<file path="src/rtl/thermo_pkg.sv">
// Shared types and constants for the thermostat request generator.
package thermo_pkg;

  localparam int unsigned TEMP_W_DEF = 12;
  localparam int unsigned FRAC_BITS  = 4;

  localparam logic MODE_HEAT = 1'b0;
  localparam logic MODE_COOL = 1'b1;

  typedef enum logic [1:0] {
    IDLE    = 2'd0,
    HEAT    = 2'd1,
    COOL    = 2'd2,
    HOLDOFF = 2'd3
  } state_t;

  typedef struct packed {
    logic a;
    logic b;
    logic lockout;
    logic fault;
  } req_t;

endpackage

</file>
<file path="src/rtl/thermostat_ctrl_if.sv">
// Sensor inputs and unit request outputs of the thermostat controller.
interface thermostat_ctrl_if
  import thermo_pkg::*;
#(
  parameter int unsigned TEMP_W = TEMP_W_DEF
) ();

  logic signed [TEMP_W-1:0] target;
  logic signed [TEMP_W-1:0] ambient;
  logic                     temp_valid;
  logic                     status;
  logic                     A;
  logic                     B;
  logic                     lockout;
  logic                     tick;
  logic                     fault;

  modport master (
    output target, ambient, temp_valid, status,
    input  A, B, lockout, tick, fault
  );

  modport slave (
    input  target, ambient, temp_valid, status,
    output A, B, lockout, tick, fault
  );

endinterface

</file>
<file path="src/rtl/thermo_tick_gen.sv">
// Sample-tick prescaler: registered one-cycle pulse while the count sits at SAMPLE_DIV-1.
module thermo_tick_gen
  import thermo_pkg::*;
#(
  parameter int unsigned SAMPLE_DIV = 5
) (
  input  logic clock,
  input  logic rst,
  output logic tick
);

  localparam int unsigned CNT_W = $clog2(SAMPLE_DIV);

  logic [CNT_W-1:0] count;

  // tick is loaded one cycle early so it lines up with count == SAMPLE_DIV-1
  always_ff @(posedge clock) begin
    if (rst) begin
      count <= '0;
      tick  <= 1'b0;
    end else begin
      if (count == CNT_W'(SAMPLE_DIV - 1)) count <= '0;
      else                                 count <= count + CNT_W'(1);
      tick <= (count == CNT_W'(SAMPLE_DIV - 2));
    end
  end

endmodule

</file>
<file path="src/rtl/thermostat_ctrl.sv">
// Heat/cool request generator with hysteresis and compressor run/idle protection.
// Optional stale-sensor guard enabled by defining THERMO_STALE_GUARD_EN.
module thermostat_ctrl
  import thermo_pkg::*;
#(
  parameter int unsigned TEMP_W     = TEMP_W_DEF,
  parameter int unsigned THRESH     = 32,
  parameter int unsigned SAMPLE_DIV = 5,
  parameter int unsigned MIN_RUN    = 4,
  parameter int unsigned MIN_IDLE   = 2
`ifdef THERMO_STALE_GUARD_EN
  ,
  parameter int unsigned STALE_TICKS = 8
`endif
) (
  input logic              clock,
  input logic              rst,
  thermostat_ctrl_if.slave bus
);

  localparam int unsigned EXT_W  = TEMP_W + 2;
  localparam int unsigned RUN_W  = $clog2(MIN_RUN + 1);
  localparam int unsigned IDLE_W = $clog2(MIN_IDLE + 1);
`ifdef THERMO_STALE_GUARD_EN
  localparam int unsigned STALE_W = $clog2(STALE_TICKS + 1);
`endif

  logic tick;

  thermo_tick_gen #(.SAMPLE_DIV(SAMPLE_DIV)) u_tick_gen (
    .clock (clock),
    .rst   (rst),
    .tick  (tick)
  );

  // Two guard bits keep ambient+THRESH exact at the range extremes
  logic signed [EXT_W-1:0] t_x, a_x, th_x;
  logic on_heat, off_heat, on_cool, off_cool;

  assign t_x  = {{2{bus.target[TEMP_W-1]}}, bus.target};
  assign a_x  = {{2{bus.ambient[TEMP_W-1]}}, bus.ambient};
  assign th_x = EXT_W'(THRESH);

  assign on_heat  = (t_x >= a_x + th_x);
  assign off_heat = (t_x <= a_x);
  assign on_cool  = (t_x + th_x <= a_x);
  assign off_cool = (t_x >= a_x);

  state_t            state, state_next;
  logic [RUN_W-1:0]  run_cnt, run_next, run_inc;
  logic [IDLE_W-1:0] idle_cnt, idle_next, idle_inc;
  req_t              out_q, out_next;
`ifdef THERMO_STALE_GUARD_EN
  logic [STALE_W-1:0] stale_cnt, stale_next;
`endif

  assign run_inc  = (run_cnt == RUN_W'(MIN_RUN))    ? run_cnt  : run_cnt + RUN_W'(1);
  assign idle_inc = (idle_cnt == IDLE_W'(MIN_IDLE)) ? idle_cnt : idle_cnt + IDLE_W'(1);

  always_ff @(posedge clock) begin
    if (rst) begin
      state    <= IDLE;
      run_cnt  <= '0;
      idle_cnt <= '0;
      out_q    <= '0;
`ifdef THERMO_STALE_GUARD_EN
      stale_cnt <= '0;
`endif
    end else begin
      state    <= state_next;
      run_cnt  <= run_next;
      idle_cnt <= idle_next;
      out_q    <= out_next;
`ifdef THERMO_STALE_GUARD_EN
      stale_cnt <= stale_next;
`endif
    end
  end

  always_comb begin
    state_next = state;
    run_next   = run_cnt;
    idle_next  = idle_cnt;
`ifdef THERMO_STALE_GUARD_EN
    stale_next = stale_cnt;
`endif
    if (tick) begin
`ifdef THERMO_STALE_GUARD_EN
      if (bus.temp_valid)                         stale_next = '0;
      else if (stale_cnt != STALE_W'(STALE_TICKS)) stale_next = stale_cnt + STALE_W'(1);
`endif
      case (state)
        IDLE: begin
          if (bus.temp_valid) begin
            if (bus.status == MODE_HEAT && on_heat) begin
              state_next = HEAT;
              run_next   = '0;
            end else if (bus.status == MODE_COOL && on_cool) begin
              state_next = COOL;
              run_next   = '0;
            end
          end
        end
        HEAT, COOL: begin
          // A mode flip while running ends the run at once, valid sample or not
          if (bus.status != ((state == COOL) ? MODE_COOL : MODE_HEAT)) begin
            state_next = HOLDOFF;
            idle_next  = '0;
          end else if (bus.temp_valid) begin
            run_next = run_inc;
            if (((state == HEAT) ? off_heat : off_cool) && run_inc == RUN_W'(MIN_RUN)) begin
              state_next = HOLDOFF;
              idle_next  = '0;
            end
          end
        end
        HOLDOFF: begin
          if (bus.temp_valid) begin
            if (idle_inc == IDLE_W'(MIN_IDLE)) state_next = IDLE;
            else                               idle_next  = idle_inc;
          end
        end
        default: state_next = IDLE;
      endcase
`ifdef THERMO_STALE_GUARD_EN
      if (stale_next == STALE_W'(STALE_TICKS)) begin
        state_next = HOLDOFF;
        idle_next  = '0;
      end
`endif
    end
  end

  always_comb begin
    out_next         = '0;
    out_next.a       = (state_next == HEAT);
    out_next.b       = (state_next == COOL);
    out_next.lockout = (state_next == HOLDOFF);
`ifdef THERMO_STALE_GUARD_EN
    out_next.fault   = (stale_next == STALE_W'(STALE_TICKS));
`endif
  end

  assign bus.A       = out_q.a;
  assign bus.B       = out_q.b;
  assign bus.lockout = out_q.lockout;
  assign bus.fault   = out_q.fault;
  assign bus.tick    = tick;

endmodule
</file>
<file path="src/flat_wrapper.sv">
// flat-port wrapper written by rule: the top's interface ports become plain ports
module thermostat_ctrl_flat import thermo_pkg::*;
#(
  parameter int unsigned TEMP_W     = TEMP_W_DEF,
  parameter int unsigned THRESH     = 32,
  parameter int unsigned SAMPLE_DIV = 5,
  parameter int unsigned MIN_RUN    = 4,
  parameter int unsigned MIN_IDLE   = 2

)
  (clock, rst, bus_target, bus_ambient, bus_temp_valid, bus_status, bus_A, bus_B, bus_lockout, bus_tick, bus_fault);
  thermostat_ctrl_if #(.TEMP_W(TEMP_W)) bus_i ();
  input logic clock;
  input logic rst;
  input wire logic [$bits(bus_i.target)-1:0] bus_target;
  input wire logic [$bits(bus_i.ambient)-1:0] bus_ambient;
  input wire logic [$bits(bus_i.temp_valid)-1:0] bus_temp_valid;
  input wire logic [$bits(bus_i.status)-1:0] bus_status;
  output wire logic [$bits(bus_i.A)-1:0] bus_A;
  output wire logic [$bits(bus_i.B)-1:0] bus_B;
  output wire logic [$bits(bus_i.lockout)-1:0] bus_lockout;
  output wire logic [$bits(bus_i.tick)-1:0] bus_tick;
  output wire logic [$bits(bus_i.fault)-1:0] bus_fault;
  assign bus_i.target = bus_target;
  assign bus_i.ambient = bus_ambient;
  assign bus_i.temp_valid = bus_temp_valid;
  assign bus_i.status = bus_status;
  assign bus_A = bus_i.A;
  assign bus_B = bus_i.B;
  assign bus_lockout = bus_i.lockout;
  assign bus_tick = bus_i.tick;
  assign bus_fault = bus_i.fault;
  thermostat_ctrl #(.TEMP_W(TEMP_W), .THRESH(THRESH), .SAMPLE_DIV(SAMPLE_DIV), .MIN_RUN(MIN_RUN), .MIN_IDLE(MIN_IDLE)) u_core (.clock(clock), .rst(rst), .bus(bus_i));
endmodule
</file>
<file path="config.mk">
export PLATFORM = sky130hd
export DESIGN_NAME = thermostat_ctrl_flat
export DESIGN_NICKNAME = d
export VERILOG_FILES = /design/src/rtl/thermo_pkg.sv /design/src/rtl/thermostat_ctrl_if.sv /design/src/rtl/thermo_tick_gen.sv /design/src/rtl/thermostat_ctrl.sv /design/src/flat_wrapper.sv
export SDC_FILE = /design/constraint.sdc
export NUM_CORES = 1
export LEC_CHECK = 0
export ABC_CLOCK_PERIOD_IN_PS = 3600
export CAP_MARGIN = 20
export CORE_MARGIN = 4
export CORE_UTILIZATION = 45
export CTS_BUF_LIST = sky130_fd_sc_hd__clkbuf_4
export DETAILED_ROUTE_END_ITERATION = 7
export GPL_TIMING_DRIVEN = 1
export PLACE_DENSITY_LB_ADDON = 0.08
export SYNTH_ARGS = -nofsm -noshare
export SYNTH_HDL_FRONTEND = slang
export SYNTH_HIERARCHICAL = 1
export SYNTH_SLANG_ARGS = --single-unit
export TNS_END_PERCENT = 20
</file>
<file path="constraint.sdc">
create_clock -name clock -period 3.6 [get_ports clock]
set_input_delay 0.54 -clock clock [delete_from_list [all_inputs] [get_ports clock]]
set_output_delay 0.54 -clock clock [all_outputs]
set_load 0.02 [all_outputs]
</file>
[After elaboration in Yosys (flattened, before gate mapping)]
Cells that the tools add are included.
Storage, ports and cells
  input bits: 28
  output and inout port bits: 5
  register bits after elaboration: 14
  logic and storage cells: 75
Operators by class
  bitwise gates (word level): 1
  order comparisons: 4
  reductions and logical operators: 10
  equal/unequal tests: 21
  add/sub/neg operators: 5
  multiplexer cells: 26
Operator list (count)
  $mux W2: 15
  $add A12 B7 Y13 const B: 2
  $mux W3: 6
  $ge A12 B13 Y1: 1
  $le A13 B12 Y1: 1
  $eq A2 B2 Y1 const B: 6
  $ge A12 B12 Y1: 1
  $le A12 B12 Y1: 1
  $reduce_and A6 Y1: 2
  $ne A2 B2 Y1 const B: 5
  $eq A3 B3 Y1 const B: 3
  $add A3 B1 Y3 const B: 2
  $ne A3 B1 Y1 const B: 2
  $pmux W2 S3: 1
  $pmux W3 S2: 1
  $eq A2 B1 Y1 const B: 2
  $pmux W2 S2: 1
  $reduce_bool A2 Y1: 2
  $reduce_or A2 Y1: 2
  $eq A3 B2 Y1 const B: 1
  $logic_and A1 B1 Y1: 3
  $ne A3 B2 Y1 const B: 1
  $add A2 B1 Y2 const B: 1
  $logic_not A2 Y1: 1
  other kinds (3): 4

[Depth between registers and ports, before layout]
  depth after elaboration: 10
  gate-level depth with buffers: 12
  gate-level depth less buffers: 12

[Hierarchy]
The synthesis kept the hierarchy.
Modules (own cells, without submodules)
  thermostat_ctrl: seq. area each 200.2 µm², area each 1767.9 µm², cells an instance 231, instances 1
  thermo_tick_gen: seq. area each 80.1 µm², area each 157.7 µm², cells an instance 16, instances 1

[Worst setup path after synthesis]
OpenSTA, ideal clock, no wires.
  path kind: in2reg
  start point: input port bus_target[5]
  end point: register u_core.run_cnt[1]
  data required time: 3529 ps
  stages: 11
  setup slack: 476 ps
  path buffers: 0
  data arrival time: 3053 ps
  path through: ha_1 nand2_1 nor2_1 xor2_1 ha_1 or4b_1 or4_1 o31a_1 nand3_4 mux2_1 a21oi_1
Between the ends
  longest elaborated chain between the ends: 5
  elaborated cells between the ends (all ways): 10
Ends and longest elaborated chain
  from (decl): RTL line flat_wrapper.sv:15  | input wire logic [$bits(bus_i.target)-1:0] bus_target;
  $add A12 B7 Y13 / $ge A12 B13 Y1 (equally long branches): RTL line thermostat_ctrl.sv:46, thermostat_ctrl.sv:44
  $le A13 B12 Y1 / $logic_and A1 B1 Y1 (equally long branches): RTL line thermostat_ctrl.sv:46, thermostat_ctrl.sv:95
  $logic_and A1 B1 Y1 / $mux W3 (equally long branches): RTL line thermostat_ctrl.sv:98, thermostat_ctrl.sv:95
  $ne A3 B1 Y1 (no line) / $mux W3 (equally long branches)
  $reduce_and A6 Y1 (no line) / $pmux W3 S2 (equally long branches)
  to (signal assigned): RTL line thermostat_ctrl.sv:71  | run_cnt <= run_next;
  to (decl): RTL line thermostat_ctrl.sv:50  | logic [RUN_W-1:0] run_cnt, run_next, run_inc;
Several ways; a longest one is shown, not always the timed one. The select of a mux whose other input is x is not followed.
A chain may end at the register's enable or synchronous reset.

[Worst setup path after layout]
Ends and elaborated chain as after synthesis.

==> flow_summary.toml <==
[route]
via_per_inst = 5.39
wl_per_cell_um = 13.0
vias = 1882
ant_nets = 0
drt_iter0_markers = 81
route.detailed.drc = 0
drt-total-wl_um = 4540
dr.pass1.iters = 4

[layout]
syn2layout_area_growth_pct = 28.8
fillerInstances = 382
final_layout_size_suffix_gt1_share_pct = 11.4
nets = 369
utilization_pct = 61.1
diodes = 0
regArea_um2 = 280
multiInputGateArea_mm2 = 0.00152

[timing]
final-setup-viol-count = 0
period_needed_ns = 3.42
finalHoldViolations = 0
whs_ns = 0.450
rsz0062_at_grt = "true"
report.final.slew_viol_count = 0
clock_skew_ns = 0.00447
postLayoutSetupSlackWorst_ns = 0.180
period_share_pct = 95.0
tightestPinTransition_ns = 0.501
max-slew-margin-rel_pct = 66.5
fmax_ghz = 0.292

[synth]
ys_seq_elements = 14
synth_cells = 247
synth_edf_count = 0
yosysWarnings = 6
avgSynthCellArea_um2 = 7.80
ys_seq_area_share_pct = 14.6
netlist_area_mm2 = 0.00193
async_flop_share_pct = 0
synth_cell_types = 49
synthesis.nets = 315
synthFlopType = "dfxtp_1"

[clock_network]
insertion_delay_ns = 0.27
cts_resized = 0
htreeDepth = 1
postCtsSetupRepairBufs = 0
path_clk_slew_ns = 0.08
cts_buffer_depth = 2
clockRootBuffer = "clkbuf_4"
numCtsBuffers = 3
cts_tree = "yes"
numClockSinks = 14
hold_buffers = 0

[die]
initial_utilization_pct = 47.5
core_mm2 = 0.00406
pin_count = 33
rows = 23
die_w_um = 73.4
die_area_mm2 = 0.00539
fp.dieH_um = 73.4

[placed_design]
gp_congestion = 0.858
place_ws_ns = -0.124
dpl.hpwl_um = 3890
io_buffer_count = 31

[global_route]
grt_first_pass_wirelength_um = 7870
grt_pass1_vias = 1778
grt_usage_pct = 17.9
gr-total-overflow = 0
grt_max_degree = 12
antenna_found_initial = 0

[pwr]
ir_drop_uv = 245
internal_power_mw = 0.308
power.leakage_nw = 1.12
clock_power_share_pct = 17.8
power_mw = 0.464
power.density_mw_per_mm2 = 187
combPwrFrac_pct = 46.8
sequentialPowerShare_pct = 35.4
switching_share_pct = 33.7
switchingPower_mw = 0.156

[worst_setup_path]
crit_fanout = 5
reg2reg_slack_ns = 1.14
arrival_ns = 3.62
cp-end-kind = "flop"
critPathKind = "input port to flop"
worst_ep_required_time_ns = 3.80
worstSetupStartpointType = "input port"

[min_path]
worstHoldPathType = "flop to flop"

[run]
cap_violations = 0

[outcome]
status = "complete, no violations"
[sequential cells by signal (all words and copies together) (netlist names)]
signal,count
u_core/bus.lockout,1
u_core/run_cnt,3
u_core/u_tick_gen/count,3
u_core/state,2
u_core/u_tick_gen/tick,1
u_core/bus.A,1
u_core/bus.B,1
u_core/idle_cnt,2
[per-layer routing]
layer / GRT usage (%) / vias to the layer above / part of all wire (%) / routed length, um
li1: - / 996 / - / -
met1: 27.2 / 846 / 53 / 2420
met2: 27.1 / 40 / 41 / 1880
met3: 3.97 / 0 / 5.2 / 235
met4: 0.805 / 0 / 0 / 0
met5: 0 / - / 0 / 0
[Yosys cell counts (2+ instances only)]
cell	number	area share, %
clkbuf_1	3	0.58
o211a_1	2	1.0
nand4_1	4	1.3
dfxtp_1	14	15
xor2_1	4	1.8
nand3b_1	4	1.6
nor2_1	14	2.7
o311ai_0	2	0.91
or4_1	2	0.78
o21ai_0	10	2.6
a21oi_1	15	3.9
a21boi_0	3	1.2
nor3_1	8	2.1
nand3_1	13	3.4
nor2b_1	4	1.3
inv_1	31	6.0
nand2b_1	4	1.3
a21o_1	3	1.2
a31oi_1	3	0.97
and3_1	2	0.65
nor3b_1	3	1.2
and4_1	4	1.8
nand2_1	21	4.1
ha_1	40	26
xnor2_1	8	3.6
a41o_1	2	1.0
o41ai_1	2	0.91
[cell type report]
type                       instances  area share [%]
sequential                        14            11.3
multi-input combinational        198            61.4
clock buffer                       3           0.908
tap                               50            2.52
timing repair buffer              53            19.2
inverter                          31            4.69
[stage by stage]
step           instances  TNS, ns  cell area, um2
2_1_floorplan        247        0            1930
3_3_place_gp         346   -0.428            2440
3_5_place_dp         346   -0.507            2440
4_1_cts              349        0            2470
5_1_grt              349  -0.0325            2480
6_report             349        0            2480
[placed cells by master (no fill, tap or decap), types with 8 or more instances in the layout]
cell type        count
nand3_1             13
ha_1                40
dfxtp_1             14
nor2_1              14
o21ai_0             10
clkdlybuf4s50_1     31
xnor2_1              8
inv_1               31
buf_4               22
nor3_1               8
a21oi_1             15
nand2_1             21
[worst max-delay path, cell delays in order]
cell and delay [ns]:
clkdlybuf4s50_1 0.51, ha_1 0.19, nand2_1 0.06, nor2_1 0.11
xor2_1 0.08, ha_1 0.18, or4b_1 0.49, or4_1 0.58
o31a_1 0.32, nand3_4 0.13, mux2_1 0.33, a21oi_1 0.11
[cell families (layout without fill, tap and decap cells)]
logic type,after synthesis,after routing,synth area share (%)
AND/OR/NAND/NOR,91,91,25.8
AO/OA/AOI/OAI,53,53,20.4
adder cells (fa/ha/maj),40,40,26.0
buffers and inverters,35,87,7.02
flip-flops,14,14,14.6
XOR/XNOR,12,12,5.46
other,1,1,0.195
multiplexers,1,1,0.585
[final timing paths]
kind,from,endpoint,depth (start not counted)
min,u_core/u_tick_gen/count[0],u_core/u_tick_gen/count[0],1
max reg2reg,u_core/state[1],u_core/bus.B,10
max,bus_target[5],u_core/run_cnt[1],12
min reg2reg,u_core/u_tick_gen/count[0],u_core/u_tick_gen/count[0],1
[power by group through the flow]
stage	logic, mW	clock network [mW]	registers [mW]
6_report	0.217	0.0824	0.164
5_1_grt	0.247	0.0958	0.165
4_1_cts	0.218	0.0856	0.164
3_5_place_dp	0.216	0	0.168
3_3_place_gp	0.214	0	0.168
2_1_floorplan	0.122	0	0.168
Power figures use the tool's default switching activity.
